===== config.mk =====
export PLATFORM = sky130hd
export DESIGN_NAME = hazard_unit_flat
export DESIGN_NICKNAME = d
export VERILOG_FILES = /design/src/rtl/hazard_unit_if.sv /design/src/rtl/hazard_unit.sv /design/src/flat_wrapper.sv
export SDC_FILE = /design/constraint.sdc
export NUM_CORES = 1
export LEC_CHECK = 0
export CAP_MARGIN = 20
export CELL_PAD_IN_SITES_DETAIL_PLACEMENT = 1
export CELL_PAD_IN_SITES_GLOBAL_PLACEMENT = 2
export CORE_MARGIN = 8
export CORE_UTILIZATION = 21
export CTS_BUF_LIST = sky130_fd_sc_hd__clkbuf_2
export DETAILED_ROUTE_END_ITERATION = 8
export PLACE_DENSITY_LB_ADDON = 0.2
export RECOVER_POWER = 100
export SKIP_LAST_GASP = 1
export SYNTH_ARGS = -nofsm -noshare
export SYNTH_HDL_FRONTEND = slang
export SYNTH_SLANG_ARGS = --single-unit

===== constraint.sdc =====
create_clock -name clk -period 5.82 [get_ports clk]
set_clock_uncertainty 0.2 [all_clocks]
set_input_delay 0.873 -clock clk [delete_from_list [all_inputs] [get_ports clk]]
set_output_delay 0.873 -clock clk [all_outputs]
set_load 0.02 [all_outputs]

===== src/rtl/hazard_unit_if.sv =====
// Pipeline-side bundle of the hazard unit: datapath register indices and controls in,
// stall/flush/forward selects back out.
interface hazard_unit_if;
  logic [4:0] Rs1D, Rs2D, Rs1E, Rs2E, RdE, RdM, RdW;
  logic       ResultSrcE_zero, RegWriteM, RegWriteW, PCSrcE;
  logic       DmemReqM, DmemReadyM;
  logic       StallF, StallD, StallE, StallM;
  logic       FlushD, FlushE, FlushW;
  logic [1:0] ForwardAE, ForwardBE;

  modport master (
    output Rs1D, Rs2D, Rs1E, Rs2E, RdE, RdM, RdW,
    output ResultSrcE_zero, RegWriteM, RegWriteW, PCSrcE, DmemReqM, DmemReadyM,
    input  StallF, StallD, StallE, StallM, FlushD, FlushE, FlushW, ForwardAE, ForwardBE
  );

  modport slave (
    input  Rs1D, Rs2D, Rs1E, Rs2E, RdE, RdM, RdW,
    input  ResultSrcE_zero, RegWriteM, RegWriteW, PCSrcE, DmemReqM, DmemReadyM,
    output StallF, StallD, StallE, StallM, FlushD, FlushE, FlushW, ForwardAE, ForwardBE
  );
endinterface


===== src/rtl/hazard_unit.sv =====
// Hazard controller for the 5-stage core: forwarding, load-use stall, branch flush and a
// data-memory wait FSM with timeout. Define HAZARD_PERF_EN to build the performance counters.
module hazard_unit #(
  parameter int unsigned TIMEOUT = 255,
  parameter int unsigned CNT_W   = 32
) (
  input  logic             clk,
  input  logic             reset,
  hazard_unit_if.slave     hz,
  output logic             BusErr,
  output logic [CNT_W-1:0] LuStallCnt,
  output logic [CNT_W-1:0] FlushCnt,
  output logic [CNT_W-1:0] MemWaitCnt
);
  localparam logic [15:0] TIMEOUT_V = 16'(TIMEOUT);

  typedef enum logic [1:0] {IDLE, WAIT, ERR} state_e;

  state_e      state_q, state_d;
  logic [15:0] timer_q, timer_d;
  logic        bus_err_q, bus_err_d;
  logic        lw, mw, memstall;

  assign lw = hz.ResultSrcE_zero & (hz.RdE != 5'd0) & ((hz.RdE == hz.Rs1D) | (hz.RdE == hz.Rs2D));
  assign mw = hz.DmemReqM & ~hz.DmemReadyM;

  always_comb begin
    memstall = 1'b0;
    case (state_q)
      IDLE:    memstall = mw;
      WAIT:    memstall = ~hz.DmemReadyM;
      ERR:     memstall = 1'b1;
      default: memstall = 1'b0;
    endcase
  end

  always_comb begin
    state_d   = state_q;
    timer_d   = timer_q;
    bus_err_d = bus_err_q;
    case (state_q)
      IDLE: begin
        if (mw) begin
          state_d = WAIT;
          timer_d = 16'd1;
        end
      end
      WAIT: begin
        if (hz.DmemReadyM) begin
          state_d = IDLE;
          timer_d = '0;
        end else if (timer_q == TIMEOUT_V) begin
          state_d   = ERR;
          bus_err_d = 1'b1;
        end else begin
          timer_d = timer_q + 16'd1;
        end
      end
      ERR:     state_d = ERR;
      default: state_d = IDLE;
    endcase
  end

  always_ff @(posedge clk or negedge reset) begin
    if (!reset) begin
      state_q   <= IDLE;
      timer_q   <= '0;
      bus_err_q <= 1'b0;
    end else begin
      state_q   <= state_d;
      timer_q   <= timer_d;
      bus_err_q <= bus_err_d;
    end
  end

  assign BusErr = bus_err_q;

  // Memory stall freezes the whole front end; a pending branch stays in E until released.
  always_comb begin
    hz.StallF = lw;
    hz.StallD = lw;
    hz.StallE = 1'b0;
    hz.StallM = 1'b0;
    hz.FlushD = hz.PCSrcE;
    hz.FlushE = lw | hz.PCSrcE;
    hz.FlushW = 1'b0;
    if (memstall) begin
      hz.StallF = 1'b1;
      hz.StallD = 1'b1;
      hz.StallE = 1'b1;
      hz.StallM = 1'b1;
      hz.FlushD = 1'b0;
      hz.FlushE = 1'b0;
      hz.FlushW = 1'b1;
    end
  end

  always_comb begin
    hz.ForwardAE = 2'b00;
    hz.ForwardBE = 2'b00;
    if (hz.RegWriteM && hz.RdM != 5'd0 && hz.RdM == hz.Rs1E)      hz.ForwardAE = 2'b10;
    else if (hz.RegWriteW && hz.RdW != 5'd0 && hz.RdW == hz.Rs1E) hz.ForwardAE = 2'b01;
    if (hz.RegWriteM && hz.RdM != 5'd0 && hz.RdM == hz.Rs2E)      hz.ForwardBE = 2'b10;
    else if (hz.RegWriteW && hz.RdW != 5'd0 && hz.RdW == hz.Rs2E) hz.ForwardBE = 2'b01;
  end

`ifdef HAZARD_PERF_EN
  logic [CNT_W-1:0] lu_cnt_q, lu_cnt_d;
  logic [CNT_W-1:0] fl_cnt_q, fl_cnt_d;
  logic [CNT_W-1:0] mw_cnt_q, mw_cnt_d;

  always_comb begin
    lu_cnt_d = lu_cnt_q + CNT_W'(lw & ~memstall);
    fl_cnt_d = fl_cnt_q + CNT_W'(hz.PCSrcE & ~memstall);
    mw_cnt_d = mw_cnt_q + CNT_W'(memstall & (state_q != ERR));
  end

  always_ff @(posedge clk or negedge reset) begin
    if (!reset) begin
      lu_cnt_q <= '0;
      fl_cnt_q <= '0;
      mw_cnt_q <= '0;
    end else begin
      lu_cnt_q <= lu_cnt_d;
      fl_cnt_q <= fl_cnt_d;
      mw_cnt_q <= mw_cnt_d;
    end
  end

  assign LuStallCnt = lu_cnt_q;
  assign FlushCnt   = fl_cnt_q;
  assign MemWaitCnt = mw_cnt_q;
`else
  assign LuStallCnt = '0;
  assign FlushCnt   = '0;
  assign MemWaitCnt = '0;
`endif

endmodule

===== src/flat_wrapper.sv =====
// flat-port wrapper written by rule: the top's interface ports become plain ports
module hazard_unit_flat 
#(
  parameter int unsigned TIMEOUT = 255,
  parameter int unsigned CNT_W   = 32
)
  (clk, reset, BusErr, LuStallCnt, FlushCnt, MemWaitCnt, hz_Rs1D, hz_Rs2D, hz_Rs1E, hz_Rs2E, hz_RdE, hz_RdM, hz_RdW, hz_ResultSrcE_zero, hz_RegWriteM, hz_RegWriteW, hz_PCSrcE, hz_DmemReqM, hz_DmemReadyM, hz_StallF, hz_StallD, hz_StallE, hz_StallM, hz_FlushD, hz_FlushE, hz_FlushW, hz_ForwardAE, hz_ForwardBE);
  hazard_unit_if hz_i ();
  input  logic clk;
  input  logic reset;
  output logic BusErr;
  output logic [CNT_W-1:0] LuStallCnt;
  output logic [CNT_W-1:0] FlushCnt;
  output logic [CNT_W-1:0] MemWaitCnt;
  input wire logic [$bits(hz_i.Rs1D)-1:0] hz_Rs1D;
  input wire logic [$bits(hz_i.Rs2D)-1:0] hz_Rs2D;
  input wire logic [$bits(hz_i.Rs1E)-1:0] hz_Rs1E;
  input wire logic [$bits(hz_i.Rs2E)-1:0] hz_Rs2E;
  input wire logic [$bits(hz_i.RdE)-1:0] hz_RdE;
  input wire logic [$bits(hz_i.RdM)-1:0] hz_RdM;
  input wire logic [$bits(hz_i.RdW)-1:0] hz_RdW;
  input wire logic [$bits(hz_i.ResultSrcE_zero)-1:0] hz_ResultSrcE_zero;
  input wire logic [$bits(hz_i.RegWriteM)-1:0] hz_RegWriteM;
  input wire logic [$bits(hz_i.RegWriteW)-1:0] hz_RegWriteW;
  input wire logic [$bits(hz_i.PCSrcE)-1:0] hz_PCSrcE;
  input wire logic [$bits(hz_i.DmemReqM)-1:0] hz_DmemReqM;
  input wire logic [$bits(hz_i.DmemReadyM)-1:0] hz_DmemReadyM;
  output wire logic [$bits(hz_i.StallF)-1:0] hz_StallF;
  output wire logic [$bits(hz_i.StallD)-1:0] hz_StallD;
  output wire logic [$bits(hz_i.StallE)-1:0] hz_StallE;
  output wire logic [$bits(hz_i.StallM)-1:0] hz_StallM;
  output wire logic [$bits(hz_i.FlushD)-1:0] hz_FlushD;
  output wire logic [$bits(hz_i.FlushE)-1:0] hz_FlushE;
  output wire logic [$bits(hz_i.FlushW)-1:0] hz_FlushW;
  output wire logic [$bits(hz_i.ForwardAE)-1:0] hz_ForwardAE;
  output wire logic [$bits(hz_i.ForwardBE)-1:0] hz_ForwardBE;
  assign hz_i.Rs1D = hz_Rs1D;
  assign hz_i.Rs2D = hz_Rs2D;
  assign hz_i.Rs1E = hz_Rs1E;
  assign hz_i.Rs2E = hz_Rs2E;
  assign hz_i.RdE = hz_RdE;
  assign hz_i.RdM = hz_RdM;
  assign hz_i.RdW = hz_RdW;
  assign hz_i.ResultSrcE_zero = hz_ResultSrcE_zero;
  assign hz_i.RegWriteM = hz_RegWriteM;
  assign hz_i.RegWriteW = hz_RegWriteW;
  assign hz_i.PCSrcE = hz_PCSrcE;
  assign hz_i.DmemReqM = hz_DmemReqM;
  assign hz_i.DmemReadyM = hz_DmemReadyM;
  assign hz_StallF = hz_i.StallF;
  assign hz_StallD = hz_i.StallD;
  assign hz_StallE = hz_i.StallE;
  assign hz_StallM = hz_i.StallM;
  assign hz_FlushD = hz_i.FlushD;
  assign hz_FlushE = hz_i.FlushE;
  assign hz_FlushW = hz_i.FlushW;
  assign hz_ForwardAE = hz_i.ForwardAE;
  assign hz_ForwardBE = hz_i.ForwardBE;
  hazard_unit #(.TIMEOUT(TIMEOUT), .CNT_W(CNT_W)) u_core (.clk(clk), .reset(reset), .hz(hz_i), .BusErr(BusErr), .LuStallCnt(LuStallCnt), .FlushCnt(FlushCnt), .MemWaitCnt(MemWaitCnt));
endmodule

==> results.cfg, run 1 <==
[timing]
whs_ns = 0.288
maxSlewHeadroom_pct = 36.6
hold_viol = 0
setup_viol = 0
post-route-min-period_ns = 4.24
drv_slew = 0
tightest_slew_ns = 0.948
min_period_over_period_pct = 72.9
fin_tns_setup_ns = 0
rsz0062_at_grt = no
fmax_ghz = 0.236

[setup_path]
r2r-end = u_core.timer_q[6]
slowest_delay_ns = 0.73
reg2regPathDepth = 5
crit_chain = clkdlybuf4s50_1 > or4_1 > o21ai_1 > nor4_1 > nor4_1 > dlygate4sd3_1
critPathMaxFanout = 3
crit_start = hz_RdM[4]
cp_slowest_cell = dlygate4sd3_1
path_common_cell = nor4_1
crit_type = in2out
path_delay_family = buffers and inverters
cp-start-kind = input port
required_ns = 4.75
worst_ep_arrival_time_ns = 3.17
endpoint_kind = primary output
r2r_setup_slack_ns = 3.41
critPathBufInv = 2
crit_path_end = hz_ForwardAE[0]
worstSetupPathDepth = 6
worstReg2RegStart = u_core.timer_q[0]

[pwr]
irDropWorstVdd_v = 0.0000505
p_int_uw = 203
p_comb_share_pct = 42.5
power.share.switching_pct = 43.3
pwr_density_cell_mw_per_mm2 = 136
pwr-share-seq_pct = 39.4
p_switching_uw = 155
pwr-share-clk_pct = 18.2
leakagePower_uw = 0.00115

[status]
status = finished clean

[hold_path]
hold_path.class = reg2reg

[yosys]
syn-cell-area_mm2 = 0.00229
synth_common_cells = buf_4 (99), xor2_1 (24), dfrtp_1 (19)
ys_async_sr_fraction_pct = 100
synth_edf_count = 0
ys_ff_latch = 19
synth_cell_types = 42
yosysSeqAreaShare_pct = 20.7
yosys_warnings = 0
synth_area_leaders = buf_4 (32%), dfrtp_1 (21%), xor2_1 (9.2%)
yosysMostFrequentCell = buf_4
ys.flop_type = dfrtp_1
synth_top_area_share_pct = 32.4
syn_inst = 271
yosysTopAreaCell = buf_4
syn-mean-instance-area_um2 = 8.46

[drt]
wl_per_cell_um = 13.5
ant_nets = 0
route.vias.total = 1796
drc = 0
detail_route.wirelength_um = 6250
detail_route.iter0.violations = 32
drtPass1Iterations = 4
via_per_inst = 3.88

[run]
cap_violations = 0

[floorplan]
ios = 151
die_w_um = 120
floorplan.initialDensity_pct = 21.3
die_y_um = 120
coreArea_mm2 = 0.0107
die_area_mm2 = 0.0145
num_rows = 38

[clock_tree]
root_buffer = clkbuf_2
ctsLongestPathBuffers = 2
cts_hold_buf = 0
clock_latency_ns = 0.33
cts-resized-gates = 0
cts_sinks = 19
cts_tree = done
clkTransAtPathRegs_ns = 0.20
postCtsSetupBuffers = 0
cts_buffers = 3
htreeDepth = 1

[place]
portBuffers = 54
dp_hpwl_um = 5340
gp_congestion = 0.791

[layout]
antennaDiodeCount = 0
drive_gt1_share_pct = 2.48
finalNetCount = 368
syn2layout_area_growth_pct = 14.7

[global_route]
grt_max_degree = 20
grt_pass1_wl_um = 10200
antenna_found_initial = 0
grt_pass1_vias = 2033
overflow = 0
grt.total_usage_pct = 8.28
flip-flops by register name, indices dropped and copies added (netlist names):
signal          cells
u_core.BusErr       1
u_core.timer_q     16
u_core.state_q      2
power groups by stage:
| stage | registers, uW | logic (uW) | clock network [uW] |
|---|---|---|---|
| floorplan | 140 | 149 | 0 |
| global placement | 143 | 152 | 0 |
| detailed placement | 143 | 152 | 0 |
| CTS | 141 | 153 | 67.6 |
| global route | 142 | 166 | 73.4 |
| finish | 141 | 152 | 64.9 |
how the worst min path moves through the flow:
stage                           start                end  slack [ns]  cells after the start
finish                  u_core.BusErr      u_core.BusErr        0.29                      1
global route            u_core.BusErr      u_core.BusErr        0.35                      1
CTS                     u_core.BusErr      u_core.BusErr        0.30                      1
detailed placement      u_core.BusErr      u_core.BusErr        0.26                      1
global placement        u_core.BusErr      u_core.BusErr        0.24                      1
floorplan           u_core.timer_q[1]  u_core.timer_q[1]        0.31                      1
layout make-up:
type	instances	area, um^2
clock buffer	4	20.0
fill	1329	8120
inverter	3	11.3
multi-input combinational	243	1410
sequential	19	475
tap	140	175
timing repair buffer	54	541
cell families after synthesis:
group                    after synthesis  share of synthesized area, %
other                                  1                         0.164
multiplexers                           5                          2.18
adder cells (fa/ha/maj)                1                         0.546
flip-flops                            19                          20.7
buffers and inverters                104                          33.4
AO/OA/AOI/OAI                         45                          14.4
AND/OR/NAND/NOR                       66                          17.2
XOR/XNOR                              30                          11.5
metal layers:
metal	wire (um)	track usage [%]	up-vias
li1	-	-	864
met1	2760	10.1	848
met2	3020	14.4	80
met3	456	2.52	4
met4	14	0.937	0
met5	0	0	-
metrics by stage:
stage / setup WS (ns) / power, uW / instance area, um^2 / utilization [%] / std cells
floorplan: 2.31 / 289 / 2650 / - / 366
global placement: 1.65 / 296 / 2610 / 24.3 / 459
detailed placement: 1.63 / 296 / 2610 / 24.3 / 459
CTS: 1.60 / 362 / 2630 / 24.5 / 463
global route: 1.46 / 381 / 2630 / 24.5 / 463
finish: 1.58 / 358 / 2630 / 24.5 / 463
layout by cell type (no fill, tap or decap), drive strengths merged, types with 2 or more instances in the layout:
cell type | Yosys | routed
nor3b | 2 | 2
nor3 | 2 | 2
clkbuf | 0 | 4
dlygate4sd3 | 0 | 14
and3 | 4 | 4
xor2 | 24 | 24
nand4 | 4 | 4
o31ai | 7 | 7
conb | 1 | 96
nand2 | 11 | 11
xnor2 | 6 | 6
dfrtp | 19 | 19
or3 | 2 | 2
inv | 2 | 2
mux2i | 5 | 5
a211oi | 4 | 4
a21o | 2 | 2
a21oi | 12 | 12
nand3 | 8 | 8
o21ai | 10 | 10
nand2b | 5 | 5
or4 | 11 | 11
and4 | 2 | 2
nor2 | 5 | 5
nor4 | 7 | 7
o2111ai | 2 | 2
clkdlybuf4s50 | 0 | 40
No activity file was read; power rests on OpenSTA's default activity.
==> run 2, diff against run 1 <==
Settings changed: CORE_UTILIZATION 21 to 19.
Clock period 5.82 ns to 4.4 ns, I/O delays scaled along.
==> results.cfg, run 2 (synthesized netlist as in run 1, its figures left out) <==
[timing]
maxSlewHeadroom_pct = 35.6
hold_viol = 0
setup_viol = 0
tightest_slew_ns = 0.963
drv_slew = 0
rsz0062_at_grt = no
fin_tns_setup_ns = 0
post-route-min-period_ns = 3.87
fmax_ghz = 0.259
min_period_over_period_pct = 87.8

[global_route]
grt_pass1_wl_um = 10600
antenna_found_initial = 0
use_met1_pct = 9.13
grt.total_usage_pct = 7.86
overflow = 0
grt_max_degree = 20
grt_busiest_layer = met2
grt_pass1_vias = 2059
met2_usage_pct = 14.0
use_met3_pct = 2.74

[pwr]
p_switching_uw = 205
pwr-share-clk_pct = 18.2
p_int_uw = 268
power.share.switching_pct = 43.3
power_uw = 473
pwr_density_cell_mw_per_mm2 = 179
pwr-share-seq_pct = 39.4
irDropWorstVdd_v = 0.0000659
p_comb_share_pct = 42.4
leakagePower_uw = 0.00115

[floorplan]
coreArea_mm2 = 0.0119
num_rows = 40
die_y_um = 126
ios = 151
floorplan.initialDensity_pct = 19.2
die_area_mm2 = 0.0158
die_w_um = 126

[drt]
drtPass1Iterations = 4
via_per_inst = 3.81
route.vias.total = 1793
detail_route.wirelength_um = 6370
detail_route.iter0.violations = 59
drc = 0
ant_nets = 0
wl_per_cell_um = 13.6

[layout]
drive_gt1_share_pct = 2.48
fill_cells = 1462
top_register = u_core.timer_q
utilization_pct = 22.1
final_cell_mix = conb_1 (96), clkdlybuf4s50_1 (40), xor2_1 (24)
largest_reg_flops = 16
postLayoutCellArea_mm2 = 0.00264
mostFrequentLayoutCell = conb_1
instances_no_fill = 470
antennaDiodeCount = 0
finalNetCount = 368
syn2layout_area_growth_pct = 15.1

[place]
portBuffers = 54
gp_congestion = 0.759
dp_hpwl_um = 5400
dp_cells = 466
placed_area_mm2 = 0.00262

[clock_tree]
ctsLongestPathBuffers = 2
clkTransAtPathRegs_ns = 0.20
cts-resized-gates = 0
cts_buffers = 3
root_buffer = clkbuf_2
cts_tree = done
clock_latency_ns = 0.33
postCtsSetupBuffers = 0
htreeDepth = 1
cts_hold_buf = 0
cts_sinks = 19

[hold_path]
hold_path.class = reg2reg
hold_path_startpoint = u_core.BusErr

[setup_path]
worstReg2RegStart = u_core.state_q[0]
required_ns = 3.54
crit_type = in2out
crit_start = hz_RdM[4]
critPathMaxFanout = 3
cp-start-kind = input port
endpoint_kind = primary output
worst_ep_arrival_time_ns = 3.01

[status]
status = finished clean

[run]
cap_violations = 0
==> run 2: cell counts in the layout (fill, tap and decap cells not counted) <==
No cell type changed its count.
==> run 2: critical path, stage by stage <==
cell,delay (ns)
clkdlybuf4s50_1,0.46
or4_1,0.53
o21ai_1,0.19
nor4_1,0.10
nor4_1,0.33
dlygate4sd3_1,0.73
==> run 2: through the flow <==
step	setup slack, ns	hold WS (ns)
after floorplan	1.32	0.164
after global routing	0.339	0.344
final	0.535	0.296
after global placement	0.635	0.242
after CTS	0.557	0.305
after detailed placement	0.580	0.260
==> run 2: layout make-up <==
cell class	instances	area, um^2	share of cell area [%]
Clock buffer	4	20.0	0.759
Inverter	3	11.3	0.427
Multi-Input combinational cell	243	1410	53.3
Sequential cell	19	475	18.0
Tap cell	147	184	6.97
Timing Repair Buffer	54	541	20.5
==> run 2: final timing paths <==
path / end / depth (start not counted) / slack, ns
min in group asynchronous: u_core.state_q[1] / 1 / 0.69
worst min register to register: u_core.BusErr / 1 / 0.30
worst max-delay path: hz_ForwardAE[0] / 6 / 0.53
worst max register to register: u_core.timer_q[6] / 4 / 1.96
worst min-delay path: u_core.BusErr / 1 / 0.30
max in group asynchronous: u_core.timer_q[0] / 1 / 2.73
==> run 2: layer usage <==
metal	up-vias	routed length (um)
li1	868	-
met1	855	2790
met2	68	3150
met3	2	419
met4	0	13
met5	-	0
==> run 2: power by group through the flow <==
stage,combinational (uW),sequential (uW),clock (uW)
2_1_floorplan,197,186,0
3_3_place_gp,202,190,0
3_5_place_dp,202,190,0
4_1_cts,202,187,95.0
5_1_grt,218,188,100
6_report,201,186,86.2
==> run 3, diff against run 2 <==
Settings changed: CORE_MARGIN 8 to 4, MAX_ROUTING_LAYER set to met4.
==> results.cfg, run 3 (synthesized netlist as in run 1, its figures left out) <==
[clock_tree]
cts-resized-gates = 0
cts_hold_buf = 0
root_buffer = clkbuf_2
cts_tree = done
htreeDepth = 1
ctsLongestPathBuffers = 2
postCtsSetupBuffers = 0
clock_latency_ns = 0.33
clkTransAtPathRegs_ns = 0.22
cts_sinks = 19
cts_buffers = 3

[drt]
drtPass1Iterations = 3
detail_route.iter0.violations = 23
drc = 0
via_per_inst = 3.82
route.vias.total = 1778
ant_nets = 0
wl_per_cell_um = 12.3
detail_route.wirelength_um = 5720

[setup_path]
r2r-end = u_core.timer_q[6]
cp_slowest_cell = dlygate4sd3_1
crit_type = in2out
worstReg2RegStart = u_core.timer_q[0]
critPathMaxFanout = 3
crit_chain = clkdlybuf4s50_1 > or4_1 > o21ai_1 > nor4_1 > nor4_1 > dlygate4sd3_1
path_common_cell = nor4_1
slowest_delay_ns = 0.72
reg2regPathDepth = 5
endpoint_kind = primary output
required_ns = 3.54
cp-start-kind = input port
r2r_setup_slack_ns = 2.01
crit_start = hz_RdM[4]
worst_ep_arrival_time_ns = 2.96
crit_path_end = hz_ForwardAE[0]

[layout]
final_cell_mix = conb_1 (96), clkdlybuf4s50_1 (40), xor2_1 (24)
antennaDiodeCount = 0
mostFrequentLayoutCell = conb_1
syn2layout_area_growth_pct = 14.8
finalNetCount = 368
drive_gt1_share_pct = 2.48
top_register = u_core.timer_q
fill_cells = 1413
largest_reg_flops = 16

[pwr]
irDropWorstVdd_v = 0.0000774
pwr_density_cell_mw_per_mm2 = 179
leakagePower_uw = 0.00115

[floorplan]
floorplan.initialDensity_pct = 19.7
ios = 151
die_area_mm2 = 0.0139
die_w_um = 118
num_rows = 39
coreArea_mm2 = 0.0116
die_y_um = 118

[timing]
hold_viol = 0
post-route-min-period_ns = 3.82
setup_viol = 0
min_period_over_period_pct = 86.8
fmax_ghz = 0.262
rsz0062_at_grt = no
maxSlewHeadroom_pct = 35.4
whs_ns = 0.321
drv_slew = 0
fin_tns_setup_ns = 0
tightest_slew_ns = 0.966

[hold_path]
hold_path_startpoint = u_core.BusErr
hold_path.class = reg2reg

[place]
portBuffers = 54
gp_congestion = 0.731
dp_hpwl_um = 4860

[global_route]
antenna_found_initial = 0
grt_pass1_vias = 1896
grt_pass1_wl_um = 9380
grt_max_degree = 20
grt.total_usage_pct = 7.98
overflow = 0

[run]
cap_violations = 0

[status]
status = finished clean
[run 3: cell types whose count changed in the layout (fill, tap and decap cells not counted), sizes merged]
cell,change
clkbuf,-1
clkinv,+1
[run 3: layout make-up]
type                            instances  area, um^2  share of cell area [%]
Clock buffer                            3        15.0                   0.570
Clock inverter                          1        5.00                   0.190
Inverter                                3        11.3                   0.428
Sequential cell                        19         475                    18.1
Timing Repair Buffer                   54         541                    20.5
Tap cell                              143         179                    6.80
Multi-Input combinational cell        243        1410                    53.4
[run 3: worst min path at each step]
stage	to	slack (ns)	depth (start not counted)
CTS	u_core.BusErr	0.33	1
floorplan	u_core.BusErr	0.16	0
global placement	u_core.BusErr	0.28	1
finish	u_core.BusErr	0.32	1
global route	u_core.BusErr	0.35	1
detailed placement	u_core.BusErr	0.29	1
[run 3: through the flow]
step | cell area [um^2] | utilization [%] | cells | setup slack [ns] | total power [uW]
6_report | 2630 | 22.7 | 466 | 0.582 | 470
5_1_grt | 2630 | 22.7 | 466 | 0.500 | 502
4_1_cts | 2640 | 22.7 | 466 | 0.587 | 482
3_5_place_dp | 2620 | 22.5 | 462 | 0.588 | 391
3_3_place_gp | 2620 | 22.5 | 462 | 0.581 | 391
2_1_floorplan | 2650 | - | 366 | 1.32 | 382
[run 3: worst max-delay path, delay by kind of cell]
kind / cells / cell delay (ns)
compound gates: 1 / 0.17
buf+inv: 2 / 1.18
simple gates: 3 / 0.95
[run 3: metal layers]
metal,GRT usage [%],up-vias,part of all wire (%)
met2,15.0,68,52
met4,0.440,0,0.19
met5,-,-,0
met3,1.54,2,6.0
li1,-,866,-
met1,9.21,842,42
[run 3: where the power goes]
part           internal, uW  switching (uW)
logic                  65.5             133
registers               179            7.36
clock network          20.6            65.0
total                   265             205
